`src/rtl/seq_detector_pkg.sv`:
```
// Shared constants and helpers for the parametrised serial pattern detector.
package seq_detector_pkg;

  // Default maximum pattern length and the matching cfg_len field width.
  localparam int unsigned DEF_PAT_W = 8;
  localparam int unsigned DEF_LEN_W = $clog2(DEF_PAT_W + 1);

  // Configuration loaded whenever the block comes out of reset.
  localparam logic [DEF_PAT_W-1:0] DEF_PATTERN = 8'b0000_1101;
  localparam int unsigned          DEF_LENGTH  = 4;
  localparam bit                   DEF_OVERLAP = 1'b1;

  // A length of zero or one beyond the history depth means "use the full depth".
  function automatic int unsigned clamp_len(input int unsigned len, input int unsigned pat_w);
    return ((len == 0) || (len > pat_w)) ? pat_w : len;
  endfunction

endpackage

```
`src/rtl/seq_detector_hist.sv`:
```
// Shift history and fill counter for the serial pattern detector.
// Exposes the candidate history and fill value that the next valid bit would
// produce, so the compare logic can decide on a hit in the same cycle.
module seq_detector_hist #(
  parameter int unsigned PAT_W = 8,
  parameter int unsigned FW    = $clog2(PAT_W + 1)
) (
  input  logic             clk,
  input  logic             rst,
  input  logic             clr,
  input  logic             shift,
  input  logic             in_bit,
  input  logic             discard,
  output logic [PAT_W-1:0] cand,
  output logic [FW-1:0]    nfill
);

  logic [PAT_W-1:0] hist_q;
  logic [FW-1:0]    fill_q;

  // The oldest history bit falls off the end on every shift and is never compared.
  logic unused_hist_msb;
  assign unused_hist_msb = hist_q[PAT_W-1];

  assign cand  = {hist_q[PAT_W-2:0], in_bit};
  assign nfill = (fill_q == FW'(PAT_W)) ? fill_q : fill_q + 1'b1;

  // Shift in each accepted bit; a non-overlapping hit throws the history away.
  always_ff @(posedge clk) begin
    if (rst || clr) begin
      hist_q <= '0;
      fill_q <= '0;
    end else if (shift) begin
      hist_q <= cand;
      fill_q <= discard ? '0 : nfill;
    end
  end

endmodule

```
`src/rtl/seq_detector_param.sv`:
```
// Runtime-programmable serial bit-pattern detector with a registered match pulse.
// Optional saturating match counter enabled by defining SEQDET_MATCH_CNT_EN.
module seq_detector_param
  import seq_detector_pkg::*;
#(
  parameter int unsigned          PAT_W   = DEF_PAT_W,
  parameter logic [PAT_W-1:0]     DEF_PAT = DEF_PATTERN,
  parameter int unsigned          DEF_LEN = DEF_LENGTH,
  parameter bit                   DEF_OVL = DEF_OVERLAP,
  parameter int unsigned          CNT_W   = 16
) (
  input  logic                         clk,
  input  logic                         rst,
  input  logic                         in_valid,
  input  logic                         in_bit,
  input  logic                         cfg_load,
  input  logic [PAT_W-1:0]             cfg_pattern,
  input  logic [$clog2(PAT_W+1)-1:0]   cfg_len,
  input  logic                         cfg_overlap,
  output logic                         match_o,
  input  logic                         cnt_clr,
  output logic [CNT_W-1:0]             match_cnt
);

  localparam int unsigned LEN_W = (PAT_W == DEF_PAT_W) ? DEF_LEN_W : $clog2(PAT_W + 1);

  logic [PAT_W-1:0] pat_q;
  logic [LEN_W-1:0] len_q;
  logic             ovl_q;

  logic [PAT_W-1:0] cand;
  logic [PAT_W-1:0] mask;
  logic [LEN_W-1:0] nfill;
  logic             shift;
  logic             hit;
  logic             discard;

  // A configuration load takes the cycle, so the bit offered alongside it is dropped.
  assign shift = in_valid && !cfg_load;

  seq_detector_hist #(
    .PAT_W (PAT_W),
    .FW    (LEN_W)
  ) u_hist (
    .clk     (clk),
    .rst     (rst),
    .clr     (cfg_load),
    .shift   (shift),
    .in_bit  (in_bit),
    .discard (discard),
    .cand    (cand),
    .nfill   (nfill)
  );

  // Select only the low len bits of history and pattern for comparison.
  always_comb begin
    mask = '0;
    for (int i = 0; i < int'(PAT_W); i++) begin
      mask[i] = (i < int'(len_q));
    end
  end

  assign hit     = shift && (nfill >= len_q) && (((cand ^ pat_q) & mask) == '0);
  assign discard = hit && !ovl_q;

  // Configuration registers: defaults on reset, clamped length on load.
  always_ff @(posedge clk) begin
    if (rst) begin
      pat_q <= DEF_PAT;
      len_q <= LEN_W'(DEF_LEN);
      ovl_q <= DEF_OVL;
    end else if (cfg_load) begin
      pat_q <= cfg_pattern;
      len_q <= LEN_W'(clamp_len(32'(cfg_len), PAT_W));
      ovl_q <= cfg_overlap;
    end
  end

  // Registered one-cycle match pulse.
  always_ff @(posedge clk) begin
    if (rst) begin
      match_o <= 1'b0;
    end else begin
      match_o <= hit;
    end
  end

`ifdef SEQDET_MATCH_CNT_EN
  logic [CNT_W-1:0] cnt_q;

  // Saturating hit counter; an explicit clear beats a simultaneous hit.
  always_ff @(posedge clk) begin
    if (rst || cnt_clr) begin
      cnt_q <= '0;
    end else if (hit && (cnt_q != '1)) begin
      cnt_q <= cnt_q + 1'b1;
    end
  end

  assign match_cnt = cnt_q;
`else
  logic unused_cnt_clr;
  assign unused_cnt_clr = cnt_clr;
  assign match_cnt      = '0;
`endif

endmodule

```
`config.mk`:
```
export PLATFORM = sky130hd
export DESIGN_NAME = seq_detector_param
export DESIGN_NICKNAME = d
export VERILOG_FILES = /design/src/rtl/seq_detector_pkg.sv /design/src/rtl/seq_detector_hist.sv /design/src/rtl/seq_detector_param.sv
export SDC_FILE = /design/constraint.sdc
export NUM_CORES = 1
export LEC_CHECK = 0
export BUFFER_PORTS_ARGS = -buffer_cell sky130_fd_sc_hd__buf_4
export CORE_AREA = 5 5 69 56
export CTS_CLUSTER_DIAMETER = 30
export CTS_CLUSTER_SIZE = 8
export DETAILED_ROUTE_END_ITERATION = 8
export DIE_AREA = 0 0 74 61
export PLACE_DENSITY = 0.8
export SKIP_LAST_GASP = 1
export SLEW_MARGIN = 20
export SYNTH_ARGS = -nofsm -noshare
export SYNTH_HDL_FRONTEND = slang
export SYNTH_SLANG_ARGS = --single-unit
```
`constraint.sdc`:
```
create_clock -name clk -period 2.1 [get_ports clk]
set_input_delay 0.63 -clock clk [delete_from_list [all_inputs] [get_ports clk]]
set_output_delay 0.63 -clock clk [all_outputs]
set_load 0.02 [all_outputs]
```
==> results.toml, run 1 <==
[status]
outcome = "complete, but fails checks"
violations = "negative setup slack"

[global_route]
overflow = 0
grt_pass1_vias = 950
grt_use_total_pct = 12.2
grt_max_degree = 18
antenna_found_initial = 0
grt_pass1_wl_um = 4190

[critical_path]
endpoint_kind = "register"
cp.arrival_ps = 2260
reg2reg_slack_ps = -8
path_class = "register to register"
r2r_start = "u_hist.fill_q[0]$_SDFFE_PP0P_"
required_ps = 2250
r2r_end = "u_hist.fill_q[2]$_SDFFE_PP0P_"
worstRegToRegCells = 11
cp-start-kind = "register"
crit_fanout = 4

[cells_and_area]
synthToLayoutAreaGrowth_pct = 20.7
most-common-layout-cells = "26 x buf_4, 23 x dfxtp_1, 16 x nor2_1, 16 x conb_1, 12 x mux2i_1"
n_antenna_cell = 0
final_area_um2 = 1640
drive_above_1_share_pct = 27.1
final_nets = 196
final_common_cell = "buf_4"

[worst_hold_path]
hold_path.class = "register to register"
min-delay-start = "pat_q[4]$_SDFFE_PP0P_"
holdPathStages = 2
min_to = "pat_q[4]$_SDFFE_PP0P_"

[floorplan]
io_pins = 36
die_w_um = 74
start_util_pct = 43.3
die_h_um = 61
core_area_um2 = 3130
dieArea_um2 = 4510
rows = 18

[drt]
drc = 0
firstDrtPassIters = 4
viasPerCell = 4.93
detail_route.wirelength_um = 2700
dr_total_vias = 1035
routedWlPerCell_um = 12.9
drt-initial-drc-count = 37
ant_nets = 0

[clock_network]
cts_hold_buf = 0
numCtsBuffers = 3
clk_pin_slew_ps = 90
clk_path_buf_depth = 2
cts_tree = "done"
h-tree-depth = 1
root_buffer = "clkbuf_8"
cts_sinks = 25
clock_latency_ps = 270

[timing]
finalHoldWorstSlack_ps = 535
skew_ps = 1.76
hold_viol_final = 0
setup_violations = 1
drv_slew = 0
fin_ws_ps = -7.99
min_period_over_period_pct = 100
timing.setup.tns_ps = -7.99
min_period_ps = 2110
max_clock_freq_mhz = 474
rsz0062_at_grt = "yes"

[logic_synthesis]
synth_warnings = 0
synthesis.instances = 146
synth.avg_cell_area_um2 = 9.29
yosysSeqAreaShare_pct = 36.9
netlist_area_um2 = 1360
ys_types = 37
ys_ff_latch = 25

[placed_design]
dpl_cell_area_um2 = 1510
dp_hpwl_um = 2040
place_congestion = 0.821
port_buffers = 18

[power]
p_leak_uw = 0.000725
power_density_nw_per_um2 = 590
ir_drop_mv = 0.456

[flow_run]
cap_violations = 0
[cell type report]
cell class,instances,area (um2)
Sequential cell,25,503
Clock buffer,3,41.3
Clock inverter,1,7.51
Multi-Input combinational cell,108,813
Fill cell,308,1490
Timing Repair Buffer,26,195
Tap cell,40,50.0
Inverter,7,26.3
[worst max-delay path by stage]
stage / startpoint / endpoint / slack (ps) / cells after the start
after floorplan: u_hist.fill_q[0]$_SDFFE_PP0P_ / u_hist.fill_q[1]$_SDFFE_PP0P_ / 50 / 11
after detailed placement: u_hist.fill_q[0]$_SDFFE_PP0P_ / u_hist.fill_q[0]$_SDFFE_PP0P_ / -190 / 11
final: u_hist.fill_q[0]$_SDFFE_PP0P_ / u_hist.fill_q[2]$_SDFFE_PP0P_ / -8 / 11
after global placement: u_hist.fill_q[0]$_SDFFE_PP0P_ / u_hist.fill_q[3]$_SDFFE_PP0P_ / -130 / 11
after global routing: u_hist.fill_q[1]$_SDFFE_PP0P_ / u_hist.fill_q[2]$_SDFFE_PP0P_ / -110 / 11
after CTS: u_hist.fill_q[0]$_SDFFE_PP0P_ / u_hist.fill_q[2]$_SDFFE_PP0P_ / -20 / 11
[state kept, by name (all words and copies together), names as in the netlist]
signal and cells:
match_o 1, u_hist.fill_q 4, len_q 4, u_hist.hist_q 7
pat_q 8, ovl_q 1
[per-stage QoR]
stage / total power, uW / worst slack (ps) / instances / util (%)
after global placement: 665 / -130 / 205 / 48.3
final: 965 / -7.99 / 210 / 52.3
after CTS: 969 / -17.3 / 210 / 51.2
after detailed placement: 669 / -189 / 205 / 48.3
after global routing: 1010 / -111 / 210 / 52.3
after floorplan: 642 / 50.7 / 161 / -
[cell usage after synthesis, drive strengths merged]
master | n | area share, %
xor2 | 8 | 5.2
a211o | 4 | 2.6
xnor2 | 4 | 2.6
nand4b | 1 | 0.65
nand2b | 2 | 0.92
o31ai | 1 | 0.55
ha | 6 | 5.5
nor4 | 2 | 2.0
a21o | 1 | 0.55
o221ai | 1 | 0.65
o21ai | 5 | 1.8
nand2 | 3 | 0.83
nor2b | 5 | 2.3
buf | 17 | 9.1
a2111oi | 1 | 0.65
o21a | 1 | 0.55
conb | 1 | 0.28
a221oi | 2 | 1.8
mux2i | 12 | 8.9
o41ai | 1 | 0.65
or3 | 1 | 0.46
nor3 | 2 | 0.74
nor2 | 17 | 4.7
a21oi | 1 | 0.37
inv | 7 | 1.9
a22oi | 3 | 2.0
nand3 | 4 | 1.5
dfxtp | 25 | 37
or3b | 1 | 0.65
clkbuf | 4 | 1.1
or2 | 1 | 0.46
o32ai | 1 | 0.65
o22ai | 1 | 0.46
[critical path, cell delays in order (launching register included)]
cell and delay, ps:
dfxtp_2 340, inv_2 50, ha_4 150, nand2_4 60
nor2_4 40, xnor2_1 120, ha_1 270, nand2b_4 120
a2111oi_4 60, nand4b_1 270, nor4_4 370, o32ai_1 140
[cells by family after synthesis]
kind of cell             synth area share, %
AND/OR/NAND/NOR                         15.2
buffers and inverters                   12.2
flip-flops                              36.9
AO/OA/AOI/OAI                           13.3
XOR/XNOR                                7.75
multiplexers                            8.86
adder cells (fa/ha/maj)                 5.53
other                                  0.276
[metal layers]
layer | track usage (%) | routed length (um)
met5 | 0 | 0
met4 | 2.07 | 27
met3 | 4.64 | 195
met2 | 21.2 | 1340
met1 | 14.8 | 1140
[power by group]
group | switching [uW] | internal, uW
clock | 159 | 135
combinational | 89.8 | 73.8
sequential | 16.3 | 491
total | 265 | 700
[repair_timing]
action	4_1_cts	5_1_grt
gates resized for setup	12	6
pin swaps	9	8
buffers inserted	1	0
cloned	0	0
setup endpoints to repair	5	5
(Power assumes the default switching activity.)
==> run 2, diff against run 1 <==
PLACE_DENSITY = default   (was 0.8)
PLACE_DENSITY_LB_ADDON = 0.1   (was default)
==> run 2 against run 1 <==
Against the previous run: the run still ends with negative setup slack left; total power decreased by 1.4%; sequential share of layout area shrank 0.12 points; count of clock-buffer cells in the layout up 1; hold slack got worse by 11 ps; die area stayed put; clock skew rose by 1.3 ps; critical path depth is 1 higher; critical endpoint is now u_hist.fill_q[1]$_SDFFE_PP0P_; largest cell class unchanged.
==> results.toml, run 2 (synthesis results as in run 1) <==
[critical_path]
required_ps = 2290
path_class = "register to register"
endpoint_kind = "register"
crit_fanout = 4
cp.arrival_ps = 2320
cp-start-kind = "register"

[cells_and_area]
most-common-layout-cells = "28 x buf_4, 23 x dfxtp_1, 16 x nor2_1, 16 x conb_1, 12 x mux2i_1"
top_register = "pat_q"
final_nets = 198
fin_util_pct = 52.5
reg_top3 = "pat_q x8, u_hist.hist_q x7"
synthToLayoutAreaGrowth_pct = 21.1
final_common_cell = "buf_4"
n_antenna_cell = 0
largest_reg_flops = 8
drive_above_1_share_pct = 27.3
final_area_um2 = 1640

[clock_network]
cts_tree = "done"
clk_path_buf_depth = 2
cts_sinks = 25
numCtsBuffers = 3
root_buffer = "clkbuf_8"
cts_hold_buf = 0
clk_pin_slew_ps = 80
h-tree-depth = 1
clock_latency_ps = 270

[status]
outcome = "complete, but fails checks"
violations = "negative setup slack"

[timing]
min_period_ps = 2130
rsz0062_at_grt = "yes"
skew_ps = 3.10
setup_violations = 3
min_period_over_period_pct = 101
hold_viol_final = 0
max_clock_freq_mhz = 470
finalHoldWorstSlack_ps = 524
fin_ws_ps = -28.3
drv_slew = 0

[power]
power_density_nw_per_um2 = 579
ir_drop_mv = 0.403
p_leak_uw = 0.000738

[global_route]
grt_pass1_wl_um = 4570
antenna_found_initial = 0
grt_pass1_vias = 1010
overflow = 0
grt_max_degree = 18
grt_use_total_pct = 13.4

[floorplan]
start_util_pct = 43.3
rows = 18
die_h_um = 61
io_pins = 36
dieArea_um2 = 4510
core_area_um2 = 3130
die_w_um = 74

[drt]
routedWlPerCell_um = 12.9
ant_nets = 0
dr_total_vias = 1018
drc = 0
drt-initial-drc-count = 46
detail_route.wirelength_um = 2730
firstDrtPassIters = 4
viasPerCell = 4.80

[placed_design]
dp_hpwl_um = 2070
port_buffers = 18
place_congestion = 0.805
dpl_cell_area_um2 = 1510

[worst_hold_path]
hold_path.class = "register to register"

[flow_run]
cap_violations = 0
run 2: changes by cell type in the layout (fill, tap and decap cells not counted), sizes merged:
cell      before  now
clkinvlp       1    0
clkbuf         3    4
buf           26   28
run 2: path summary, 6_finish.rpt:
path | end | slack, ps | startpoint | depth (start not counted)
min | u_hist.hist_q[6]$_SDFFE_PP0P_ | 520 | u_hist.hist_q[6]$_SDFFE_PP0P_ | 2
max reg2reg | u_hist.fill_q[1]$_SDFFE_PP0P_ | -30 | u_hist.fill_q[0]$_SDFFE_PP0P_ | 12
min reg2reg | u_hist.hist_q[6]$_SDFFE_PP0P_ | 520 | u_hist.hist_q[6]$_SDFFE_PP0P_ | 2
max | u_hist.fill_q[1]$_SDFFE_PP0P_ | -30 | u_hist.fill_q[0]$_SDFFE_PP0P_ | 12
run 2: area by class of cell:
| class | count | area, um2 |
|---|---|---|
| fillers | 312 | 1490 |
| multi-input cells | 108 | 808 |
| flip-flops and latches | 25 | 503 |
| repair buffers | 28 | 210 |
| well taps | 40 | 50.0 |
| clock buffers | 4 | 45.0 |
| inverters | 7 | 26.3 |
run 2: report_power, final:
part	switching [uW]	internal [uW]	total, uW
clock	145	136	281
combinational	89.0	74.7	164
sequential	15.8	491	507
run 2: worst max-delay path, stage by stage (launching register included):
cell and delay [ps]:
dfxtp_2 340, inv_2 50, ha_4 150, nand2_2 60, nor2_2 40, xnor2_1 120, ha_1 300, nand2b_4 150
a2111oi_4 270, nand4b_1 220, nor4_4 60, buf_4 160, o22ai_1 130
run 2: metrics by stage:
stage	setup slack (ps)	cells	TNS, ps	power [uW]
after global placement	-110	205	-404	666
after CTS	-13.6	211	-26.3	963
after floorplan	50.7	161	0	642
after detailed placement	-158	205	-592	670
final	-28.3	212	-60.0	951
after global routing	-156	212	-638	1000
run 2: timing repair:
item / in CTS / in global routing
endpoints found under the setup margin: 5 / 5
resized for setup: 11 / 5
pin swaps: 9 / 4
buffers inserted: 2 / 1
hold endpoints to repair: 0 / 0
run 2: routing by layer:
layer	routed length [um]	GRT usage (%)	vias to the layer above	part of all wire [%]
li1	-	-	521	-
met1	1190	16.8	467	43
met2	1340	22.5	28	49
met3	194	3.97	2	7.1
met4	14	3.88	0	0.51
met5	0	0	-	0
==> run 3, diff against run 2 <==
CORE_AREA = 5 5 67 54   (was 5 5 69 56)
DIE_AREA = 0 0 72 59   (was 0 0 74 61)
clock period = 2.5 ns   (was 2.1 ns; I/O delays follow)
==> run 3 against run 2 <==
Against the previous run: the run now ends clean; count of clock-buffer cells in the layout fell by 1; final area fell by 7.8%; clock skew rose by 3.6 ps; register-to-register slack improved by 270 ps; total power fell by 16%; global-route usage fell by 0.50 points; largest power group unchanged.
==> results.toml, run 3 (synthesis results as in run 1) <==
[clock_network]
clk_pin_slew_ps = 90
cts_hold_buf = 0
cts_setup_buffers = 0
root_buffer = "clkbuf_8"
cts_resized = 0
cts_tree = "done"
cts_sinks = 25
h-tree-depth = 1
clock_latency_ps = 270
clk_path_buf_depth = 2
numCtsBuffers = 3

[critical_path]
cp-start-kind = "register"
worstRegToRegCells = 11
crit_end = "u_hist.fill_q[3]$_SDFFE_PP0P_"
crit_fanout = 4
worstSetupStartpoint = "u_hist.fill_q[0]$_SDFFE_PP0P_"
path_class = "register to register"
r2r_end = "u_hist.fill_q[3]$_SDFFE_PP0P_"
reg2reg_slack_ps = 240
endpoint_kind = "register"
cp.arrival_ps = 2440
r2r_start = "u_hist.fill_q[0]$_SDFFE_PP0P_"
required_ps = 2690

[drt]
dr_total_vias = 991
routedWlPerCell_um = 12.6
firstDrtPassIters = 4
viasPerCell = 4.96
ant_nets = 0
drt-initial-drc-count = 41
drc = 0
detail_route.wirelength_um = 2510

[cells_and_area]
most-common-layout-cells = "24 x dfxtp_1, 18 x buf_4, 17 x nor2_1"
n_antenna_cell = 0
synthToLayoutAreaGrowth_pct = 11.6
final_common_cell = "dfxtp_1"
top_register = "pat_q"
fin_util_pct = 53.1
drive_above_1_share_pct = 17.3
final_area_um2 = 1510
largest_reg_flops = 8
final_nets = 188
reg_top3 = "pat_q x8, u_hist.hist_q x7"

[timing]
fin_ws_ps = 244
max_clock_freq_mhz = 443
timing.setup.tns_ps = 0
rsz0062_at_grt = "no"
setup_violations = 0
drv_slew = 0
finalHoldWorstSlack_ps = 526
skew_ps = 6.73
min_period_over_period_pct = 90.2
min_period_ps = 2260
hold_viol_final = 0

[worst_hold_path]
hold_path.class = "register to register"
min-delay-start = "u_hist.fill_q[1]$_SDFFE_PP0P_"

[floorplan]
rows = 17
io_pins = 36
die_h_um = 59
start_util_pct = 47.6
core_area_um2 = 2850
die_w_um = 72
dieArea_um2 = 4250

[global_route]
overflow = 0
antenna_found_initial = 0
grt_max_degree = 19
grt_pass1_vias = 1004
grt_pass1_wl_um = 4330
grt_use_total_pct = 12.9

[placed_design]
port_buffers = 18
place_congestion = 0.825
dpl_worst_slack_ps = 159
dp_hpwl_um = 2010
dpl_cell_area_um2 = 1460

[power]
p_leak_uw = 0.000684
ir_drop_mv = 0.493
power_density_nw_per_um2 = 527

[flow_run]
cap_violations = 0

[status]
outcome = "complete, no violations"
[run 3: critical path, cell delays in order, from the launching register on]
cell       delay (ps)
dfxtp_2           340
inv_1             120
ha_1              160
nand2_1            80
nor2_1            120
xnor2_1           130
ha_1              240
nand2b_1          150
a2111oi_2         340
nand4b_1          220
nor4_4             80
nor3_1            180
[run 3: layer usage]
| layer | share of wire [%] | vias to the layer above | track usage [%] |
|---|---|---|---|
| met3 | 7.1 | 2 | 4.58 |
| li1 | - | 504 | - |
| met2 | 49 | 28 | 23.4 |
| met4 | 0.48 | 0 | 2.41 |
| met1 | 43 | 457 | 14.8 |
| met5 | 0 | - | 0 |
[run 3: worst min path at each step]
stage | to | slack [ps] | depth (start not counted)
after CTS | u_hist.fill_q[1]$_SDFFE_PP0P_ | 530 | 2
final | u_hist.fill_q[1]$_SDFFE_PP0P_ | 530 | 2
after global placement | u_hist.fill_q[1]$_SDFFE_PP0P_ | 500 | 2
after floorplan | u_hist.fill_q[1]$_SDFFE_PP0P_ | 480 | 2
after detailed placement | pat_q[5]$_SDFFE_PP0P_ | 510 | 2
after global routing | u_hist.fill_q[1]$_SDFFE_PP0P_ | 560 | 2
[run 3: cell type report]
type | count | area [um2]
fillers | 289 | 1340
repair buffers | 18 | 135
multi-input cells | 108 | 753
inverters | 7 | 26.3
clock inverters | 1 | 8.76
clock buffers | 3 | 41.3
flip-flops and latches | 25 | 502
well taps | 38 | 47.5
[run 3: power by group]
part,internal [uW],switching (uW),total (uW)
sequential,413,13.2,426
clock,117,131,248
combinational,53.3,70.6,124
total,583,215,798
[run 3: through the flow]
step | cells | total power, uW
floorplan | 161 | 539
global placement | 196 | 555
detailed placement | 196 | 557
CTS | 200 | 808
global route | 200 | 845
finish | 200 | 798
